## config.mk

```make
export PLATFORM = sky130hd
export DESIGN_NAME = axi_rd_arbiter_flat
export DESIGN_NICKNAME = d
export VERILOG_FILES = /design/src/rtl/axi_rd_arbiter_if.sv /design/src/rtl/axi_rd_arbiter.sv /design/src/flat_wrapper.sv
export SDC_FILE = /design/constraint.sdc
export NUM_CORES = 1
export LEC_CHECK = 0
export CORE_MARGIN = 2
export CORE_UTILIZATION = 41
export DETAILED_ROUTE_END_ITERATION = 8
export PLACE_DENSITY_LB_ADDON = 0.1
export SETUP_SLACK_MARGIN = 0.5
export SYNTH_ARGS = -nofsm -noshare
export SYNTH_HDL_FRONTEND = slang
export SYNTH_SLANG_ARGS = --single-unit
```

## constraint.sdc

```tcl
create_clock -name aclk -period 2.2 [get_ports aclk]
set_input_delay 0.66 -clock aclk [delete_from_list [all_inputs] [get_ports aclk]]
set_output_delay 0.66 -clock aclk [all_outputs]
set_load 0.03 [all_outputs]
```

## src/rtl/axi_rd_arbiter_if.sv

```systemverilog
// AXI3 read-address / read-data channel bundle between the arbiter and the
// top-level AXI read pins.
//   master modport: drives AR fields, arvalid and rready; samples arready and R.
//   slave modport : the memory side of the same signals.
interface axi_rd_arbiter_if;
  logic [3:0]  arid;
  logic [31:0] araddr;
  logic [3:0]  arlen;
  logic [2:0]  arsize;
  logic [1:0]  arburst;
  logic [1:0]  arlock;
  logic [3:0]  arcache;
  logic [2:0]  arprot;
  logic        arvalid;
  logic        arready;
  logic [3:0]  rid;
  logic [31:0] rdata;
  logic [1:0]  rresp;
  logic        rlast;
  logic        rvalid;
  logic        rready;

  modport master (
    output arid, araddr, arlen, arsize, arburst, arlock, arcache, arprot,
    output arvalid,
    input  arready,
    input  rid, rdata, rresp, rlast, rvalid,
    output rready
  );

  modport slave (
    input  arid, araddr, arlen, arsize, arburst, arlock, arcache, arprot,
    input  arvalid,
    output arready,
    output rid, rdata, rresp, rlast, rvalid,
    input  rready
  );
endinterface

```

## src/rtl/axi_rd_arbiter.sv

```systemverilog
// Round-robin arbiter sharing one AXI3 read channel between the instruction
// fetch port and the MEM-stage load port. One single-beat transaction is in
// flight at a time; responses are steered by the registered owner. A fetch
// cancelled by flush still completes on AXI but its data is discarded.
// Ports:
//   aclk, aresetn          clock, asynchronous active-low reset
//   flush                  pipeline flush, cancels an in-flight fetch only
//   inst_req/addr          fetch request (held until inst_gnt)
//   inst_gnt               combinational accept pulse
//   inst_rvalid/rdata      registered fetch response
//   data_req/addr/size     load request (held until data_gnt)
//   data_gnt               combinational accept pulse
//   data_rvalid/rdata      registered load response
//   rd_err                 pulses with *_rvalid when rresp != 0
//   busy                   transaction in progress
//   axi                    AXI AR/R channel (master side)
module axi_rd_arbiter #(
  parameter logic [3:0] INST_ID = 4'd0,
  parameter logic [3:0] DATA_ID = 4'd1
) (
  input  logic        aclk,
  input  logic        aresetn,
  input  logic        flush,
  input  logic        inst_req,
  input  logic [31:0] inst_addr,
  output logic        inst_gnt,
  output logic        inst_rvalid,
  output logic [31:0] inst_rdata,
  input  logic        data_req,
  input  logic [31:0] data_addr,
  input  logic [2:0]  data_size,
  output logic        data_gnt,
  output logic        data_rvalid,
  output logic [31:0] data_rdata,
  output logic        rd_err,
  output logic        busy,
  axi_rd_arbiter_if.master axi
);

  localparam int unsigned AW = 32;
  localparam int unsigned DW = 32;

  typedef enum logic [1:0] {
    ST_IDLE = 2'd0,
    ST_AR   = 2'd1,
    ST_R    = 2'd2,
    ST_DROP = 2'd3
  } state_t;

  typedef enum logic {
    OWN_INST = 1'b0,
    OWN_DATA = 1'b1
  } owner_t;

  state_t state_q, state_d;
  owner_t owner_q, last_owner_q;
  logic   flush_q;

  logic   take_ar;
  logic   pick_data;
  logic   deliver;
  logic   flush_set;
  logic   beat_last;
  logic   inst_own;

  // rid carries no information with a single outstanding transaction
  logic   unused_rid;
  assign unused_rid = ^axi.rid;

  assign beat_last = axi.rvalid && axi.rlast;
  assign inst_own  = (owner_q == OWN_INST);

  // Fixed single-beat incrementing burst, normal access
  assign axi.arlen   = 4'd0;
  assign axi.arburst = 2'b01;
  assign axi.arlock  = 2'b00;
  assign axi.arcache = 4'd0;
  assign axi.arprot  = 3'd0;

  // State register
  always_ff @(posedge aclk or negedge aresetn) begin
    if (!aresetn) begin
      state_q <= ST_IDLE;
    end else begin
      state_q <= state_d;
    end
  end

  // Next state, arbitration and grant pulses
  always_comb begin
    state_d   = state_q;
    take_ar   = 1'b0;
    pick_data = 1'b0;
    deliver   = 1'b0;
    flush_set = 1'b0;
    inst_gnt  = 1'b0;
    data_gnt  = 1'b0;
    unique case (state_q)
      ST_IDLE: begin
        if (inst_req || data_req) begin
          take_ar   = 1'b1;
          // On a tie the port that did not own the last transaction wins
          pick_data = data_req && (!inst_req || (last_owner_q == OWN_INST));
          inst_gnt  = !pick_data;
          data_gnt  = pick_data;
          state_d   = ST_AR;
        end
      end
      ST_AR: begin
        if (inst_own && flush) begin
          flush_set = 1'b1;
        end
        if (axi.arready) begin
          state_d = (inst_own && (flush || flush_q)) ? ST_DROP : ST_R;
        end
      end
      ST_R: begin
        if (beat_last) begin
          state_d = ST_IDLE;
          // A flush coinciding with the fetch beat discards it
          deliver = !(inst_own && flush);
        end else if (inst_own && flush) begin
          state_d = ST_DROP;
        end
      end
      ST_DROP: begin
        if (beat_last) begin
          state_d = ST_IDLE;
        end
      end
      default: begin
        state_d = ST_IDLE;
      end
    endcase
  end

  // AR fields, ownership and flush latch
  always_ff @(posedge aclk or negedge aresetn) begin
    if (!aresetn) begin
      axi.araddr   <= '0;
      axi.arid     <= '0;
      axi.arsize   <= '0;
      owner_q      <= OWN_INST;
      last_owner_q <= OWN_INST;
      flush_q      <= 1'b0;
    end else begin
      if (take_ar) begin
        axi.araddr   <= pick_data ? data_addr : inst_addr;
        axi.arid     <= pick_data ? DATA_ID : INST_ID;
        axi.arsize   <= pick_data ? data_size : 3'b010;
        owner_q      <= pick_data ? OWN_DATA : OWN_INST;
        last_owner_q <= pick_data ? OWN_DATA : OWN_INST;
      end
      if (state_d == ST_IDLE) begin
        flush_q <= 1'b0;
      end else if (flush_set) begin
        flush_q <= 1'b1;
      end
    end
  end

  // Handshake and status outputs, registered from the next state
  always_ff @(posedge aclk or negedge aresetn) begin
    if (!aresetn) begin
      axi.arvalid <= 1'b0;
      axi.rready  <= 1'b0;
      busy        <= 1'b0;
    end else begin
      axi.arvalid <= (state_d == ST_AR);
      axi.rready  <= (state_d == ST_R) || (state_d == ST_DROP);
      busy        <= (state_d != ST_IDLE);
    end
  end

  // Response steering to the owning port
  always_ff @(posedge aclk or negedge aresetn) begin
    if (!aresetn) begin
      inst_rvalid <= 1'b0;
      data_rvalid <= 1'b0;
      rd_err      <= 1'b0;
      inst_rdata  <= '0;
      data_rdata  <= '0;
    end else begin
      inst_rvalid <= deliver && inst_own;
      data_rvalid <= deliver && !inst_own;
      rd_err      <= deliver && (axi.rresp != 2'b00);
      if (deliver && inst_own) begin
        inst_rdata <= DW'(axi.rdata);
      end
      if (deliver && !inst_own) begin
        data_rdata <= DW'(axi.rdata);
      end
    end
  end

  // Address width is fixed by the AXI pins
  if (AW != 32) begin : g_aw_check
    $error("axi_rd_arbiter supports 32-bit addresses only");
  end

endmodule

```

## src/flat_wrapper.sv

```systemverilog
// flat-port wrapper written by rule: the top's interface ports become plain ports
module axi_rd_arbiter_flat 
#(
  parameter logic [3:0] INST_ID = 4'd0,
  parameter logic [3:0] DATA_ID = 4'd1
)
  (aclk, aresetn, flush, inst_req, inst_addr, inst_gnt, inst_rvalid, inst_rdata, data_req, data_addr, data_size, data_gnt, data_rvalid, data_rdata, rd_err, busy, axi_arid, axi_araddr, axi_arlen, axi_arsize, axi_arburst, axi_arlock, axi_arcache, axi_arprot, axi_arvalid, axi_arready, axi_rid, axi_rdata, axi_rresp, axi_rlast, axi_rvalid, axi_rready);
  axi_rd_arbiter_if axi_i ();
  input  logic aclk;
  input  logic aresetn;
  input  logic flush;
  input  logic inst_req;
  input  logic [31:0] inst_addr;
  output logic inst_gnt;
  output logic inst_rvalid;
  output logic [31:0] inst_rdata;
  input  logic data_req;
  input  logic [31:0] data_addr;
  input  logic [2:0] data_size;
  output logic data_gnt;
  output logic data_rvalid;
  output logic [31:0] data_rdata;
  output logic rd_err;
  output logic busy;
  output wire logic [$bits(axi_i.arid)-1:0] axi_arid;
  output wire logic [$bits(axi_i.araddr)-1:0] axi_araddr;
  output wire logic [$bits(axi_i.arlen)-1:0] axi_arlen;
  output wire logic [$bits(axi_i.arsize)-1:0] axi_arsize;
  output wire logic [$bits(axi_i.arburst)-1:0] axi_arburst;
  output wire logic [$bits(axi_i.arlock)-1:0] axi_arlock;
  output wire logic [$bits(axi_i.arcache)-1:0] axi_arcache;
  output wire logic [$bits(axi_i.arprot)-1:0] axi_arprot;
  output wire logic [$bits(axi_i.arvalid)-1:0] axi_arvalid;
  input wire logic [$bits(axi_i.arready)-1:0] axi_arready;
  input wire logic [$bits(axi_i.rid)-1:0] axi_rid;
  input wire logic [$bits(axi_i.rdata)-1:0] axi_rdata;
  input wire logic [$bits(axi_i.rresp)-1:0] axi_rresp;
  input wire logic [$bits(axi_i.rlast)-1:0] axi_rlast;
  input wire logic [$bits(axi_i.rvalid)-1:0] axi_rvalid;
  output wire logic [$bits(axi_i.rready)-1:0] axi_rready;
  assign axi_arid = axi_i.arid;
  assign axi_araddr = axi_i.araddr;
  assign axi_arlen = axi_i.arlen;
  assign axi_arsize = axi_i.arsize;
  assign axi_arburst = axi_i.arburst;
  assign axi_arlock = axi_i.arlock;
  assign axi_arcache = axi_i.arcache;
  assign axi_arprot = axi_i.arprot;
  assign axi_arvalid = axi_i.arvalid;
  assign axi_i.arready = axi_arready;
  assign axi_i.rid = axi_rid;
  assign axi_i.rdata = axi_rdata;
  assign axi_i.rresp = axi_rresp;
  assign axi_i.rlast = axi_rlast;
  assign axi_i.rvalid = axi_rvalid;
  assign axi_rready = axi_i.rready;
  axi_rd_arbiter #(.INST_ID(INST_ID), .DATA_ID(DATA_ID)) u_core (.aclk(aclk), .aresetn(aresetn), .flush(flush), .inst_req(inst_req), .inst_addr(inst_addr), .inst_gnt(inst_gnt), .inst_rvalid(inst_rvalid), .inst_rdata(inst_rdata), .data_req(data_req), .data_addr(data_addr), .data_size(data_size), .data_gnt(data_gnt), .data_rvalid(data_rvalid), .data_rdata(data_rdata), .rd_err(rd_err), .busy(busy), .axi(axi_i));
endmodule
```

==> key figures <==
Outcome
  • Run status: finished clean

Critical path
  • Worst path cell trace: buf_6 -> a211oi_4 -> and2_4 -> buf_6
  • Slowest stage delay, CP: 0.39 ns
  • Setup crit start: u_core.axi.arid[0]
  • Critical path class: reg -> out
  • Worst Path Max Fanout: 4
  • Reg-to-Reg Start: u_core.state_q[0]
  • CP Launch Type: flop
  • Cell mode on critical path: buf_6
  • Setup crit end kind: output port
  • Worst Path Required: about 1.5 ns
  • Slowest CP cell: dfrtp_1
  • CP arrival: about 1.4 ns

Power and ir drop
  • PwrDens: 1480 nW/µm²
  • Leak pwr: roughly 3.6 nW
  • Maximum VDD drop: ~1000 µV

GRT
  • Total grt overflow: 0
  • Vias in the first global route: 4035
  • First-pass GRT wire length: 21600 µm
  • Global Route Usage Sum: 0.219
  • Largest net degree at the start of global routing: 60
  • Initial antenna violation count: 0

STA
  • Setup_tns: 0 ns
  • Fmax: about 490 MHz
  • Post-route setup slack: 0.150 ns
  • Hold Fails Final Rpt: 0
  • Setup violations, final: 0
  • Hold slack: 0.299 ns
  • Final cycle utilization of the critical path: 0.932
  • Fin Clk Skew: 0.00604 ns
  • Final Max Slew Viols: 0
  • Min Tclk post-route: 2.05 ns
  • RSZ-0062 raised after global routing: yes

Clocking
  • H-tree depth: 3
  • CTS Buf Count: 9
  • Max Root-Sink Buffers: 2
  • Hold_buf cts: 0
  • Clock sink total: 109
  • Clock transition at path regs: 0.07 ns
  • Root Buffer: clkbuf_16
  • CTS tree: built
  • Worst-skew pair later-pin latency: 0.35 ns

Route
  • First-pass iteration count of the detailed router: 4
  • Vias/cell: 5.06
  • Routed WL: 13600 µm
  • Routed Antenna Nets: 0
  • Starting DRT DRC Count: between 150 and 200
  • Total number of vias: 3871
  • Drt wl/cell: 17.7 µm
  • DRC Markers: 0

Final layout
  • Area delta synth->final: 51.2%
  • Final #Nets: 729
  • Design area: 7300 µm²
  • Core Util, Final: 0.637
  • Most frequent cells in the layout: dfrtp_1 (108), clkdlybuf4s50_1 (102), buf_2 (96)
  • Ratio of cells with drive above 1 in the final layout: 0.391
  • Commonest non-fill, non-tap cell in the layout: dfrtp_1

Place
  • Placed inst area: between 7000 and 8000 µm²
  • Hpwl dp: 9330 µm
  • Port Buffer Count: 216
  • Post-place setup slack: -0.238 ns
  • Final Wtd Congestion: 0.782

Die
  • Die Ht: roughly 110 µm
  • # IOs: 239
  • Die X: between 100 and 150 µm
  • Row count: 39
  • Core Footprint: 11500 µm²
  • Initial core utilization: 0.421
  • Die ar.: 12700 µm²

Yosys
  • Synthesized area per cell: 12.4 µm²
  • Mapped Cells: 388
  • Post-Synth Simple-Gate Area: 0.0808
  • Yosys warning total: 0
  • Async set-reset flop share out of synthesis: 1.00
  • Synth Area in XOR/XNOR: 0
  • Fraction of the mapped netlist area in adder cells: 0
  • Post-synth top flop: dfrtp_1
  • Yosys reg bits: 109
  • Mux contribution to synthesized area: 0.172
  • Number of synthesized flops with an enable pin: 0
  • Main combinational cell family by area after synthesis: multiplexers
  • Synth Area in Compound Gates: 0.0948
  • Mapped cell area: 4830 µm²
  • Yosys cell types: 34
  • Register area share after synthesis: 0.565

Min path
  • Hold WC Path Type: in -> async

Flow run
  • Max-Cap Viols: 0
## kinds of logic after synthesis
logic type      count (synthesis)
mux                            64
simple gates                   74
compound gates                 57
buf+inv                        82
other cells                     2
flops                         109
## metal layers
| metal | vias up | GRT usage | part of all wire |
|---|---|---|---|
| met5 | - | 0 | 0 |
| met4 | 0 | 0.0935 | 0.019 |
| met3 | 14 | 0.0556 | 0.072 |
| met2 | 161 | 0.354 | 0.48 |
| met1 | 1899 | 0.282 | 0.42 |
| li1 | 1797 | - | - |
## cell type report
class | instances | area [µm²]
antenna | 1 | 2.50
clock buffer | 10 | 239
clock inverter | 6 | 70.1
fill | 949 | 4160
inverter | 33 | 124
multi-input combinational | 214 | 1860
sequential | 109 | 2730
tap | 143 | 179
timing repair buffer | 249 | 2100
## path summary, 6_finish.rpt
check | cells past startpoint | end | slack (ns)
max | 4 | data_gnt | 0.15
min | 2 | u_core.inst_rdata[27] | 0.30
max reg2reg | 5 | u_core.inst_rdata[8] | 0.37
min reg2reg | 1 | u_core.axi.araddr[28] | 0.50
max in group asynchronous | 2 | u_core.state_q[0] | 1.60
min in group aclk | 1 | u_core.axi.araddr[28] | 0.50
## stage by stage
step | power (mW) | cells
floorplan | 7.37 | 404
global placement | 9.88 | 737
detailed placement | 10.0 | 737
CTS | 11.2 | 761
global route | 11.4 | 764
finish | 10.8 | 765
## registers in the layout (all words and copies together) (netlist names)
name and flops:
u_core.flush_q 1, u_core.state_q 2, u_core.busy 1, u_core.axi.araddr 32
u_core.axi.arsize 3, u_core.inst_rvalid 1, u_core.data_rvalid 1, u_core.axi.arid 1
u_core.inst_rdata 32, u_core.axi.rready 1, u_core.axi.arvalid 1, u_core.data_rdata 32
u_core.rd_err 1
## power breakdown
| group | internal (mW) | switching [mW] | leakage, nW |
|---|---|---|---|
| registers | 2.97 | 0.511 | 1.36 |
| logic | 2.20 | 3.48 | 2.07 |
| clock network | 0.924 | 0.756 | 0.147 |
## synth_stat cells (3+ instances only)
cell type  count  area [µm²]
a21o_1         3        22.5
a21oi_1        6        30.0
a32oi_1        5        43.8
buf_2         12        60.1
buf_4         19         143
buf_6          3        33.8
clkbuf_1      15        56.3
dfrtp_1      109        2730
inv_1         33         124
mux2_2        35         394
mux2_4        29         435
nand3_1       55         275
nor2b_1        3        18.8
o21ai_0        4        20.0
o221ai_1      27         236
o2bb2ai_1      5        43.8
## critical path: cells and delay by family (launching register included)
kind	cells	cell delay (ns)
buffers and inverters	2	0.26
and+or+nand+nor	1	0.18
AOI/OAI and AO/OA	1	0.21
DFF	1	0.39
## timing repair
item	in CTS	in global routing
gates resized for setup	429	102
setup endpoints to repair	210	114
pin swaps	3	2
buffers inserted	4	2
gates cloned	4	1
No activity file was read; power rests on OpenSTA's default activity.
